[config.mk]
export PLATFORM = sky130hd
export DESIGN_NAME = led_matrix_scan_ctrl
export DESIGN_NICKNAME = d
export VERILOG_FILES = /design/src/rtl/led_matrix_pkg.sv /design/src/rtl/led_matrix_oe_timer.sv /design/src/rtl/led_matrix_scan_ctrl.sv
export SDC_FILE = /design/constraint.sdc
export NUM_CORES = 1
export LEC_CHECK = 0
export BUFFER_PORTS_ARGS = -buffer_cell sky130_fd_sc_hd__buf_4
export CORE_UTILIZATION = 50
export CTS_CLUSTER_SIZE = 28
export DETAILED_ROUTE_END_ITERATION = 7
export PLACE_DENSITY = 0.76
export SLEW_MARGIN = 20
export SYNTH_ARGS = -nofsm -noshare
export SYNTH_HDL_FRONTEND = slang
export SYNTH_SLANG_ARGS = --single-unit
export TNS_END_PERCENT = 1
[constraint.sdc]
create_clock -name clk -period 1.9 [get_ports clk]
set_input_delay 0.475 -clock clk [delete_from_list [all_inputs] [get_ports clk]]
set_output_delay 0.475 -clock clk [all_outputs]
set_load 0.01 [all_outputs]
[src/rtl/led_matrix_pkg.sv]
// Shared definitions for the HUB75 LED matrix scan controller.
// Contents:
//   scan_state_t  - scan sequencer states
//   DEF_COLS/ROWS - default panel geometry
//   addr_w()      - address width for a count, never narrower than 1 bit
package led_matrix_pkg;

   typedef enum logic [2:0] {
      S_IDLE,
      S_SHIFT,
      S_TAIL,
      S_WAIT,
      S_LATCH
   } scan_state_t;

   localparam int DEF_COLS = 64;
   localparam int DEF_ROWS = 16;

   function automatic int addr_w(input int n);
      return (n > 1) ? $clog2(n) : 1;
   endfunction

endpackage

[src/rtl/led_matrix_oe_timer.sv]
// Row display-time counter for the LED matrix scan controller.
// Ports:
//   clk, rst  - clock, asynchronous active-high reset
//   load_i    - load value_i into the counter (LATCH cycle)
//   value_i   - on-time in cycles
//   oe_n_o    - registered output enable, low while the count is nonzero
//   le1_o     - count is 0 or 1, i.e. display ends by the next cycle
module led_matrix_oe_timer #(
   parameter int W = 10
) (
   input  logic         clk,
   input  logic         rst,
   input  logic         load_i,
   input  logic [W-1:0] value_i,
   output logic         oe_n_o,
   output logic         le1_o
);

   logic [W-1:0] cnt_q, cnt_d;
   logic         oe_n_q;

   always_comb begin
      cnt_d = cnt_q;
      if (load_i) begin
         cnt_d = value_i;
      end else if (cnt_q != '0) begin
         cnt_d = cnt_q - 1'b1;
      end
   end

   // oe_n is registered from the next count so it tracks cnt_q exactly.
   always_ff @(posedge clk or posedge rst) begin
      if (rst) begin
         cnt_q  <= '0;
         oe_n_q <= 1'b1;
      end else begin
         cnt_q  <= cnt_d;
         oe_n_q <= (cnt_d == '0);
      end
   end

   assign oe_n_o = oe_n_q;
   assign le1_o  = (cnt_q <= W'(1));

endmodule

[src/rtl/led_matrix_scan_ctrl.sv]
// Scan sequencer for a HUB75-style LED matrix.
// Shifts one row of COLS pixels (two cycles per column), latches it, and
// lets the OE timer display it while the next row is shifted in.
// Ports:
//   clk, rst    - clock, asynchronous active-high reset
//   enable      - run the scan (sampled in IDLE and at LATCH)
//   brightness  - OE-active cycles per row (sampled at LATCH)
//   pix_addr    - {row, col} frame-buffer read address (1-cycle latency buffer)
//   mat_clk     - panel shift clock
//   mat_lat     - panel latch pulse
//   mat_oe_n    - panel output enable, active low
//   mat_addr    - displayed row address
//   frame_sync  - one pulse per fully scanned sub-frame
//   active      - high whenever not in IDLE
module led_matrix_scan_ctrl
   import led_matrix_pkg::*;
#(
   parameter int COLS     = DEF_COLS,
   parameter int ROWS     = DEF_ROWS,
   parameter int BRIGHT_W = 10
) (
   input  logic                                  clk,
   input  logic                                  rst,
   input  logic                                  enable,
   input  logic [BRIGHT_W-1:0]                   brightness,
   output logic [addr_w(ROWS)+addr_w(COLS)-1:0]  pix_addr,
   output logic                                  mat_clk,
   output logic                                  mat_lat,
   output logic                                  mat_oe_n,
   output logic [addr_w(ROWS)-1:0]               mat_addr,
   output logic                                  frame_sync,
   output logic                                  active
);

   localparam int CW = addr_w(COLS);
   localparam int RW = addr_w(ROWS);

   scan_state_t     state_q, state_d;
   logic [CW-1:0]   col_q, col_d;
   logic            phase_q, phase_d;
   logic [RW-1:0]   row_q, row_d;
   logic [RW+CW-1:0] pix_addr_q, pix_addr_d;
   logic            mat_clk_q, mat_clk_d;
   logic            mat_lat_q, mat_lat_d;
   logic [RW-1:0]   mat_addr_q, mat_addr_d;
   logic            frame_sync_q, frame_sync_d;
   logic            active_q, active_d;
   logic            go_latch, start_shift;
   logic            oe_le1;

   led_matrix_oe_timer #(.W(BRIGHT_W)) u_oe_timer (
      .clk     (clk),
      .rst     (rst),
      .load_i  (state_q == S_LATCH),
      .value_i (brightness),
      .oe_n_o  (mat_oe_n),
      .le1_o   (oe_le1)
   );

   // Outputs are computed for the state being entered, so each registered
   // output lines up with the state it belongs to.
   always_comb begin
      state_d      = state_q;
      col_d        = col_q;
      phase_d      = phase_q;
      row_d        = row_q;
      pix_addr_d   = pix_addr_q;
      mat_clk_d    = 1'b0;
      mat_lat_d    = 1'b0;
      mat_addr_d   = mat_addr_q;
      frame_sync_d = 1'b0;
      go_latch     = 1'b0;
      start_shift  = 1'b0;

      case (state_q)
         S_IDLE: begin
            start_shift = enable;
         end
         S_SHIFT: begin
            if (!phase_q) begin
               phase_d = 1'b1;
            end else if (col_q == CW'(COLS - 1)) begin
               // TAIL supplies the rising edge for the last column.
               state_d   = S_TAIL;
               phase_d   = 1'b0;
               mat_clk_d = 1'b1;
            end else begin
               // Rising edge here clocks in the previous column's data.
               col_d      = col_q + 1'b1;
               phase_d    = 1'b0;
               pix_addr_d = {row_q, col_q + CW'(1)};
               mat_clk_d  = 1'b1;
            end
         end
         S_TAIL: begin
            if (oe_le1) go_latch = 1'b1;
            else        state_d  = S_WAIT;
         end
         S_WAIT: begin
            go_latch = oe_le1;
         end
         S_LATCH: begin
            row_d = (row_q == RW'(ROWS - 1)) ? '0 : row_q + 1'b1;
            if (enable) start_shift = 1'b1;
            else        state_d     = S_IDLE;
         end
         default: begin
            state_d = S_IDLE;
         end
      endcase

      if (go_latch) begin
         state_d      = S_LATCH;
         mat_lat_d    = 1'b1;
         mat_addr_d   = row_q;
         frame_sync_d = (row_q == RW'(ROWS - 1));
      end

      if (start_shift) begin
         state_d    = S_SHIFT;
         col_d      = '0;
         phase_d    = 1'b0;
         pix_addr_d = {row_d, CW'(0)};
      end

      active_d = (state_d != S_IDLE);
   end

   always_ff @(posedge clk or posedge rst) begin
      if (rst) begin
         state_q      <= S_IDLE;
         col_q        <= '0;
         phase_q      <= 1'b0;
         row_q        <= '0;
         pix_addr_q   <= '0;
         mat_clk_q    <= 1'b0;
         mat_lat_q    <= 1'b0;
         mat_addr_q   <= '0;
         frame_sync_q <= 1'b0;
         active_q     <= 1'b0;
      end else begin
         state_q      <= state_d;
         col_q        <= col_d;
         phase_q      <= phase_d;
         row_q        <= row_d;
         pix_addr_q   <= pix_addr_d;
         mat_clk_q    <= mat_clk_d;
         mat_lat_q    <= mat_lat_d;
         mat_addr_q   <= mat_addr_d;
         frame_sync_q <= frame_sync_d;
         active_q     <= active_d;
      end
   end

   assign pix_addr   = pix_addr_q;
   assign mat_clk    = mat_clk_q;
   assign mat_lat    = mat_lat_q;
   assign mat_addr   = mat_addr_q;
   assign frame_sync = frame_sync_q;
   assign active     = active_q;

endmodule

**Word-level counts from Yosys, hierarchy flattened**

Cells that the tools add are included.

- $lt $le $gt $ge: 1
- Multiplexer cells: 30
- Equal/unequal tests: 7
- Add/subtract/negate cells: 3
- Reductions and logical operators: 8

Operators by type and width:

| kind | count |
|---|---|
| 10-bit two-way mux | 6 |
| 6-bit two-way mux | 4 |
| 3-bit two-way mux | 6 |
| 3-bit case mux with 4 select lines | 1 |
| 10-bit by 1-bit <= comparator with 1-bit output (second input constant) | 1 |
| 10-bit logical NOT | 1 |
| 10-bit nonzero test | 1 |
| 10-bit by 1-bit subtractor with 10-bit output (second input constant) | 1 |
| 1-bit two-way mux | 9 |
| 4-bit two-way mux | 2 |
| 6-bit by 1-bit adder with 6-bit output (second input constant) | 1 |
| 3-bit by 2-bit equality test with 1-bit output (second input constant) | 2 |
| 6-bit equality test (second input constant) | 1 |
| 4-bit by 1-bit adder with 4-bit output (second input constant) | 1 |
| 4-bit equality test (second input constant) | 1 |
| 1-bit case mux with 2 select lines | 2 |
| 2-bit nonzero test | 2 |
| 3-bit by 1-bit equality test with 1-bit output (second input constant) | 1 |
| 3-bit equality test (second input constant) | 1 |
| 3-bit logical NOT | 1 |
| 3-bit AND reduction | 1 |
| 3-bit nonzero test | 1 |
| 2-bit inequality test (second input constant) | 1 |
| 2-bit OR reduction | 1 |

- Input port bits: 13
- Register bits: 43
- Word-level logic and storage cells: 61
- Output and inout port bits: 19

**Longest topological paths before layout**

Gate-level depths: netlist of run 1.

- Depth after elaboration: 7
- Depth in mapped cells: 8
- Depth with buffers taken out: 8

**By module**

From an unflattened synthesis of run 1, not the netlist that was laid out.

- Cell total of the unflattened synthesis: 203
- Area total of the unflattened synthesis: 2005.7 sq um

By module, submodules not included:

| module | sequential area each (sq um) | instances | cells each | area an instance (sq um) |
|---|---|---|---|---|
| led_matrix_scan_ctrl | 650.6 | 1 | 119 | 1228.7 |
| led_matrix_oe_timer | 276.5 | 1 | 84 | 777.0 |

**Worst setup path after synthesis of run 1**

No wires, ideal clock.

- Kind: register to register
- Start point: register u_oe_timer.cnt_q[0]
- End point: register u_oe_timer.oe_n_q, in the netlist u_oe_timer.oe_n_o
- Stages on the path, launching flop included: 9
- Clock period less this slack: 2.052 ns
- Required time: 1.810 ns
- Arrival time: 1.962 ns
- Setup time: 0.090 ns
- Path slack: -0.152 ns
- Buffers on the path: 0
- Path through: dfrtp_1 -> inv_1 -> ha_1 -> or3b_4 -> nand3b_1 -> nand2_1 -> o21ai_1 -> or3_1 -> nor4_2

- Word-level cells in the longest chain between the ends: 4
- Elaborated cells on any way between the ends: 5
- Those cells by class: add/sub (1); mux (2); reduce/logical (2)

Ends and longest elaborated chain:

| element | RTL line | text |
|---|---|---|
| from (decl) | led_matrix_oe_timer.sv:19 | `logic [W-1:0] cnt_q, cnt_d;` |
| from (signal assigned) | led_matrix_oe_timer.sv:37 | `cnt_q <= cnt_d;` |
| 10-bit by 1-bit subtractor with 10-bit output or 10-bit nonzero test (tied branches) | led_matrix_oe_timer.sv:27, led_matrix_oe_timer.sv:26 |  |
| 10-bit two-way mux (*) | led_matrix_oe_timer.sv:26 | `end else if (cnt_q != '0) begin` |
| 10-bit two-way mux (*) | led_matrix_oe_timer.sv:24 | `if (load_i) begin` |
| named net u_oe_timer.cnt_d[9] | led_matrix_oe_timer.sv:19 |  |
| 10-bit logical NOT (*) | led_matrix_oe_timer.sv:38 | `oe_n_q <= (cnt_d == '0);` |
| to (signal assigned) | led_matrix_oe_timer.sv:38 |  |
| to (decl) | led_matrix_oe_timer.sv:20 | `logic oe_n_q;` |

Mark *: on every way through the listed nets, which the timed path passes. The rest lies on a longest branch.
A chain may end at the register's enable or synchronous reset.

**Final worst setup path of run 1**

- Start point: register u_oe_timer.cnt_q[4]
- End point: register mat_addr_q[1], in the netlist mat_addr[1]

- Word-level cells in the longest chain between the ends: 3

Ends and longest elaborated chain:

| element | RTL line | text |
|---|---|---|
| 10-bit by 1-bit <= comparator with 1-bit output (*) | led_matrix_oe_timer.sv:43 | `assign le1_o = (cnt_q <= W'(1));` |
| 1-bit two-way mux | led_matrix_scan_ctrl.sv:96 | `if (oe_le1) go_latch = 1'b1;` |
| 1-bit case mux with 2 select lines (*) | led_matrix_scan_ctrl.sv:75 | `case (state_q)` |
| to (signal assigned) | led_matrix_scan_ctrl.sv:149 | `mat_addr_q <= mat_addr_d;` |
| to (decl) | led_matrix_scan_ctrl.sv:45 | `logic [RW-1:0] mat_addr_q, mat_addr_d;` |

Mark *: on every way between the ends. The rest lies on a longest branch, timed or not.

==> results by group, run 1 <==
Outcome
  – Status: finished, violations left
  – Failing checks: setup timing

Detailed routing
  – Vias: 1690
  – DRC Markers: 0
  – Initial drt markers: 95
  – WL per Instance: 14.44 um
  – DRT antenna net count: 0
  – Via-to-Cell Ratio: 5.505
  – Drt first pass iters: 4
  – DRT Wirelength: 4432 um

Power
  – Pwr Total: 2.530 mW
  – Maximum vdd drop: 669.4 uV
  – Internal power: 1.725 mW
  – PD cells: 980.6 nW/um^2
  – Clock network fraction of design power: 0.270
  – Static Leakage: 1.230 nW
  – Switch share: 0.3181
  – Power share of the combinational group: 0.339
  – Sw Pwr: 0.8048 mW
  – Register share of total power: 0.391

Clock network
  – Htree depth: 2
  – Clk pin slew, worst setup/hold paths: 0.08 ns
  – CTS tree: yes
  – Root buffer cell: clkbuf_8
  – Clock buffer depth: 2
  – Hold buffers post-CTS: 0
  – Worst skew pair latency: 0.29 ns
  – Total CTS buffers: 5
  – Sink Count: 37

Floorplanning
  – Initial cell density of the core: 0.5444
  – Die X: 63.45 um
  – Die height: 63.45 um
  – Io pins: 32
  – Core ar.: 3468 sq um
  – Row count: 21
  – Total die area: 4026 sq um

Worst setup path
  – Worst Path Arrival: 2.28 ns
  – Largest fanout on the critical path: 6
  – Top Family by Delay on Critical Path: simple AND/OR/NAND/NOR gates
  – WP data required: 2.08 ns
  – CP endpoint kind: register
  – Crit path max-delay cell type: or4_4
  – Startpoint Class: register
  – RR Endpoint: mat_addr[1]$_DFFE_PP0N_
  – CP Buf/Inv Count: 0
  – Worst r2r src: u_oe_timer.cnt_q[4]$_DFF_PP0_
  – Cell Chain, Critical Path: or4_4 -> nor3_4 -> nor4b_4 -> nand3b_4 -> mux2_4
  – Critical path startpoint: u_oe_timer.cnt_q[4]$_DFF_PP0_
  – FF-to-FF path depth: 5
  – Reg-to-reg slack, setup: -0.20 ns
  – CP max stage delay: 0.58 ns
  – Crit Path Class: reg2reg

Layout
  – # fillers: 259
  – Layout Nets: 277
  – Antenna diodes: 0
  – Layout area overhead: 36.65%
  – Share of post-route cells with drive strength above 1: 0.3831

Logic synthesis
  – Post-synthesis average cell area: 9.732 sq um
  – Top-count cell post-synth: dfrtp_1
  – Post-Syn Area: 1888 sq um
  – Post-synth EDFFs: 0
  – Largest cells by area after synthesis: dfrtp_1 (48%), nand2_1 (5.6%), nor2_1 (4.4%)
  – Share of synthesized flip-flops with an asynchronous set or reset: 1.000
  – Synth cell types: 43
  – Dominant cell type by area after synthesis: dfrtp_1
  – Synth Instances: 194
  – Most used DFF post-synth: dfrtp_1
  – Syn Nets: 211
  – Most frequent cells after synthesis: dfrtp_1 (36), nand2_1 (28), nor2_1 (22)
  – Syn. warnings: 0
  – Seq/Total Area, Yosys: 0.4911
  – Top-area cell type share of the netlist area: 0.4771
  – Yosys reg bits: 37

Global route
  – All-Layer GR Usage: 0.2441
  – First-pass GRT wire length: 7472 um
  – Vias in the first global route: 1612
  – Initial antenna violation count: 0
  – Pin count of the biggest net entering global routing: 38
  – GRT Residual Overflow: 0

Place
  – Port Buffer Count: 31
  – DPL Wire Length: 3077 um
  – Gpl congestion: 0.9514
  – Placement Setup Slack: -0.2283 ns

STA
  – RSZ-0062 raised after global routing: yes
  – Fin crit period: 2.101 ns
  – Relative slew margins: 0.6977
  – Clock Skew: 0.01089 ns
  – Worst hold slack: 0.2862 ns
  – Setup violators final: 11
  – Slew Viols, Final: 0
  – Max Freq: 476.1 MHz
  – Final worst path period share: 1.106
  – Final setup margin: -0.2005 ns
  – Final Hold Fails: 0
  – Least-Margin Pin Slew: 0.4535 ns

Hold path
  – Hold Crit Class: in2async

Job
  – Maxcap violations: 0
worst max path at each step:
stage                                       end  slack, ns  depth (start not counted)
floorplan               mat_addr[0]$_DFFE_PP0N_      -0.08                          5
global placement        mat_addr[0]$_DFFE_PP0N_      -0.14                          5
detailed placement  u_oe_timer.oe_n_o$_DFF_PP1_      -0.23                          8
CTS                     mat_addr[2]$_DFFE_PP0N_      -0.16                          5
global route            mat_addr[1]$_DFFE_PP0N_      -0.29                          5
finish                  mat_addr[1]$_DFFE_PP0N_      -0.20                          5
metal layers:
layer / up-vias / GRT usage / part of all wire
met5: - / 0 / 0
met4: 0 / 0.1023 / 0.014
met2: 60 / 0.3763 / 0.47
met3: 9 / 0.04710 / 0.059
li1: 806 / - / -
met1: 815 / 0.3353 / 0.46
registers in the layout, summed over array words and instances, names as in the netlist:
register,flops
active,1
col_q,5
frame_sync,1
mat_addr,4
mat_clk,1
mat_lat,1
phase_q,1
pix_addr,5
row_q,4
state_q,3
u_oe_timer.cnt_q,10
u_oe_timer.oe_n_o,1
logic make-up (layout without fill, tap and decap cells):
| group | count (synthesis) | after routing | share of synthesized area |
|---|---|---|---|
| compound gates | 37 | 37 | 0.1153 |
| xor+xnor | 7 | 7 | 0.03247 |
| simple gates | 83 | 83 | 0.2425 |
| fa+ha+maj | 4 | 4 | 0.02651 |
| buf+inv | 18 | 85 | 0.03844 |
| flops | 37 | 37 | 0.4911 |
| mux | 8 | 8 | 0.05368 |
layout by cell type, fill, tap and decap left out, types with 5 or more instances in the layout:
cell type	instances
a21oi_1	12
buf_4	66
clkbuf_8	5
dfrtp_1	36
inv_1	9
nand2_1	28
nor2_1	21
nor3_1	6
o21ai_0	10
area by class of cell:
class,instances,area [sq um],share of cell area
repair buffers,66,495.5,0.1920
clock inverters,3,46.29,0.01794
clock buffers,5,68.82,0.02667
inverters,11,41.29,0.01600
multi-input cells,139,943.4,0.3657
flip-flops and latches,37,927.1,0.3594
well taps,46,57.56,0.02231
stage by stage:
step | cells | TNS, ns | area, sq um | utilization
6_report | 307 | -1.484 | 2580 | 0.7439
5_1_grt | 307 | -2.700 | 2580 | 0.7439
4_1_cts | 306 | -1.133 | 2547 | 0.7345
3_5_place_dp | 294 | -1.081 | 2375 | 0.6847
3_3_place_gp | 294 | -0.7487 | 2375 | 0.6847
2_1_floorplan | 194 | -0.3968 | 1891 | -
power by group through the flow:
stage	clock [mW]	combinational, mW	sequential [mW]
final	0.682	0.858	0.989
after global routing	0.723	0.942	0.996
after CTS	0.694	0.821	0.982
after detailed placement	0	0.762	0.993
after global placement	0	0.745	0.994
after floorplan	0	0.332	1.03
timing repair:
item                                   4_1_cts  5_1_grt
buffers inserted                             4        1
resized for setup                            8        6
endpoints found under the hold margin        0        0
setup endpoints to repair                   10       16
pin swaps                                    6        2
tightest hold or removal path, cell delays in order:
cell and delay [ns]:
buf_4 0.10, inv_1 0.04, buf_4 0.39
Note: power is estimated with default switching activity, not from simulation.
==> run 2: changes to the inputs <==
--- a/config.mk
+++ b/config.mk
@@ -9,8 +9,8 @@
 export CORE_UTILIZATION = 50
 export CTS_CLUSTER_SIZE = 28
 export DETAILED_ROUTE_END_ITERATION = 7
-export PLACE_DENSITY = 0.76
-export SLEW_MARGIN = 20
+export PLACE_DENSITY = 0.75
+export SLEW_MARGIN = 5
 export SYNTH_ARGS = -nofsm -noshare
 export SYNTH_HDL_FRONTEND = slang
 export SYNTH_SLANG_ARGS = --single-unit
==> run 2 against run 1 <==
Compared with the run above:
- the flow still finishes with violations (setup timing)
- register-to-register slack about the same
- sequential power up 0.9%
- total power is 2.7% lower
- flip-flop and latch count unchanged
- sequential share of layout area fell by 0.12 points
- fmax barely moved
- wire length up 4.2%
- critical endpoint unchanged
==> results by group, run 2 (synthesized netlist as in run 1, its figures left out) <==
Outcome
  – Status: finished, violations left
  – Failing checks: setup timing

Clock network
  – CTS tree: yes
  – Clock buffer depth: 2 (unchanged)
  – Sink Count: 37 (unchanged)
  – Clk pin slew, worst setup/hold paths: 0.08 ns (about the same)
  – Hold buffers post-CTS: 0 (unchanged)
  – Root buffer cell: clkbuf_8
  – Worst skew pair latency: 0.29 ns (about the same)
  – Total CTS buffers: 5 (unchanged)
  – Htree depth: 2 (unchanged)

Layout
  – # fillers: 264 (+1.9%)
  – Layout area overhead: 37.11%
  – Fin util: 0.7464 (+0.002525)
  – Share of post-route cells with drive strength above 1: 0.3840 (+0.0008887)
  – Largest Register: u_oe_timer.cnt_q
  – Max FFs per register: 10 (unchanged)
  – Antenna diodes: 0 (unchanged)
  – Layout Nets: 279 (+0.72%)
  – Cell area after layout: 2589 sq um (+0.34%)
  – Most frequent cells in the layout: buf_4 (66), dfrtp_1 (36), nand2_1 (28)
  – Commonest non-fill, non-tap cell in the layout: buf_4
  – Final std cells w/o fill: 309 (+0.65%)

Place
  – Placed Cells incl. Taps: 294 (unchanged)
  – Placement Setup Slack: -0.2412 ns (-0.01287 ns)
  – DPL Wire Length: 3299 um (+7.2%)
  – Gpl congestion: 0.9579 (+0.68%)
  – Port Buffer Count: 31 (unchanged)
  – Placed inst area: 2387 sq um (+0.53%)

Floorplanning
  – Initial cell density of the core: 0.5444 (unchanged)
  – Die height: 63.45 um (unchanged)
  – Io pins: 32 (unchanged)
  – Die X: 63.45 um (unchanged)
  – Row count: 21 (unchanged)
  – Total die area: 4026 sq um (unchanged)
  – Core ar.: 3468 sq um (unchanged)

Worst setup path
  – CP endpoint kind: register
  – FF-to-FF path depth: 5 (unchanged)
  – Worst Path Arrival: 2.26 ns (-0.02 ns)
  – Startpoint Class: register
  – Worst r2r src: u_oe_timer.cnt_q[5]$_DFF_PP0_
  – Cell Chain, Critical Path: or4_4 -> nor3_4 -> nor4b_4 -> nand3b_4 -> mux2_4
  – Worst Setup EP: mat_addr[1]$_DFFE_PP0N_
  – RR Endpoint: mat_addr[1]$_DFFE_PP0N_
  – WP data required: 2.06 ns (-0.02 ns)
  – Crit Path Class: reg2reg
  – Critical path startpoint: u_oe_timer.cnt_q[5]$_DFF_PP0_
  – Reg-to-reg slack, setup: -0.20 ns (about the same)
  – Largest fanout on the critical path: 7 (+1)
  – CP max stage delay: 0.58 ns (about the same)
  – Crit path max-delay cell type: or4_4

STA
  – Setup_tns: -1.152 ns (+0.3320 ns)
  – Setup violators final: 9 (-2)
  – Max Freq: 476.5 MHz (about the same)
  – Final setup margin: -0.1985 ns (+0.002065 ns)
  – Clock Skew: 0.01281 ns (+0.001921 ns)
  – Fin crit period: 2.098 ns (-0.002065 ns)
  – Final Hold Fails: 0 (unchanged)
  – Final worst path period share: 1.104 (about the same)
  – Relative slew margins: 0.6859 (-0.01172)
  – Least-Margin Pin Slew: 0.4706 ns (+0.01707 ns)
  – Slew Viols, Final: 0 (unchanged)
  – RSZ-0062 raised after global routing: yes

Job
  – Maxcap violations: 0 (unchanged)

Detailed routing
  – Vias: 1677 (-0.77%)
  – DRT Wirelength: 4620 um (+4.2%)
  – DRT antenna net count: 0 (unchanged)
  – Drt first pass iters: 4 (unchanged)
  – WL per Instance: 14.95 um (+3.6%)
  – DRC Markers: 0 (unchanged)
  – Initial drt markers: 83 (-13%)
  – Via-to-Cell Ratio: 5.427 (-1.4%)

Global route
  – Vias in the first global route: 1664 (+3.2%)
  – GRT Residual Overflow: 0 (unchanged)
  – Pin count of the biggest net entering global routing: 28 (-26%)
  – First-pass GRT wire length: 7810 um (+4.5%)
  – All-Layer GR Usage: 0.2499 (+0.005839)
  – Initial antenna violation count: 0 (unchanged)

Power
  – PD cells: 950.9 nW/um^2 (-3.0%)
  – Static Leakage: 1.252 nW (+1.8%)
  – Maximum vdd drop: 670.7 uV (+0.20%)

Hold path
  – Hold Crit Class: in2async
[run 2: report_power, final]
group          switching, mW  total [mW]  internal [mW]
Combinational          0.424       0.888          0.464
Sequential             0.104       0.998          0.895
Clock                  0.281       0.575          0.294
[run 2: repair_timing]
item	in CTS	in global routing
resized for setup	8	6
setup buffers	6	1
setup endpoints to repair	11	14
pin swaps	6	2
[run 2: worst min-delay path by stage]
stage,start,to,cells after the start
5_1_grt,rst,pix_addr[5]$_DFFE_PP0P_,2
6_report,rst,u_oe_timer.cnt_q[9]$_DFF_PP0_,2
3_5_place_dp,pix_addr[7]$_DFFE_PP0P_,pix_addr[7]$_DFFE_PP0P_,2
3_3_place_gp,pix_addr[9]$_DFFE_PP0P_,pix_addr[9]$_DFFE_PP0P_,2
2_1_floorplan,row_q[3]$_DFF_PP0_,row_q[3]$_DFF_PP0_,1
4_1_cts,rst,mat_clk$_DFF_PP0_,2
[run 2: critical path, delay by kind of cell, from the launching register on]
| kind | cells | cell delay [ns] |
|---|---|---|
| simple gates | 4 | 1.24 |
| flops | 1 | 0.40 |
| mux | 1 | 0.33 |
[run 2: stage by stage]
stage / hold WS (ns) / power, mW
3_3_place_gp: 0.4822 / 1.774
2_1_floorplan: 0.5264 / 1.367
6_report: 0.1984 / 2.462
3_5_place_dp: 0.4914 / 1.790
4_1_cts: 0.2178 / 2.435
5_1_grt: 0.2342 / 2.577
[run 2: final cells by class]
cell class | instances | area [sq um] | area share
multi-input cells | 139 | 939.7 | 0.3630
flip-flops and latches | 37 | 927.1 | 0.3581
repair buffers | 68 | 526.8 | 0.2035
clock buffers | 6 | 82.58 | 0.03190
well taps | 46 | 57.56 | 0.02223
inverters | 11 | 41.29 | 0.01595
clock inverters | 2 | 13.76 | 0.005317
[run 2: layer usage]
layer / GRT usage / share of wire / up-vias
met4: 0.07670 / 0.011 / 0
met5: 0 / 0 / -
met1: 0.3550 / 0.48 / 814
met2: 0.3936 / 0.48 / 44
li1: - / - / 812
met3: 0.03623 / 0.035 / 7
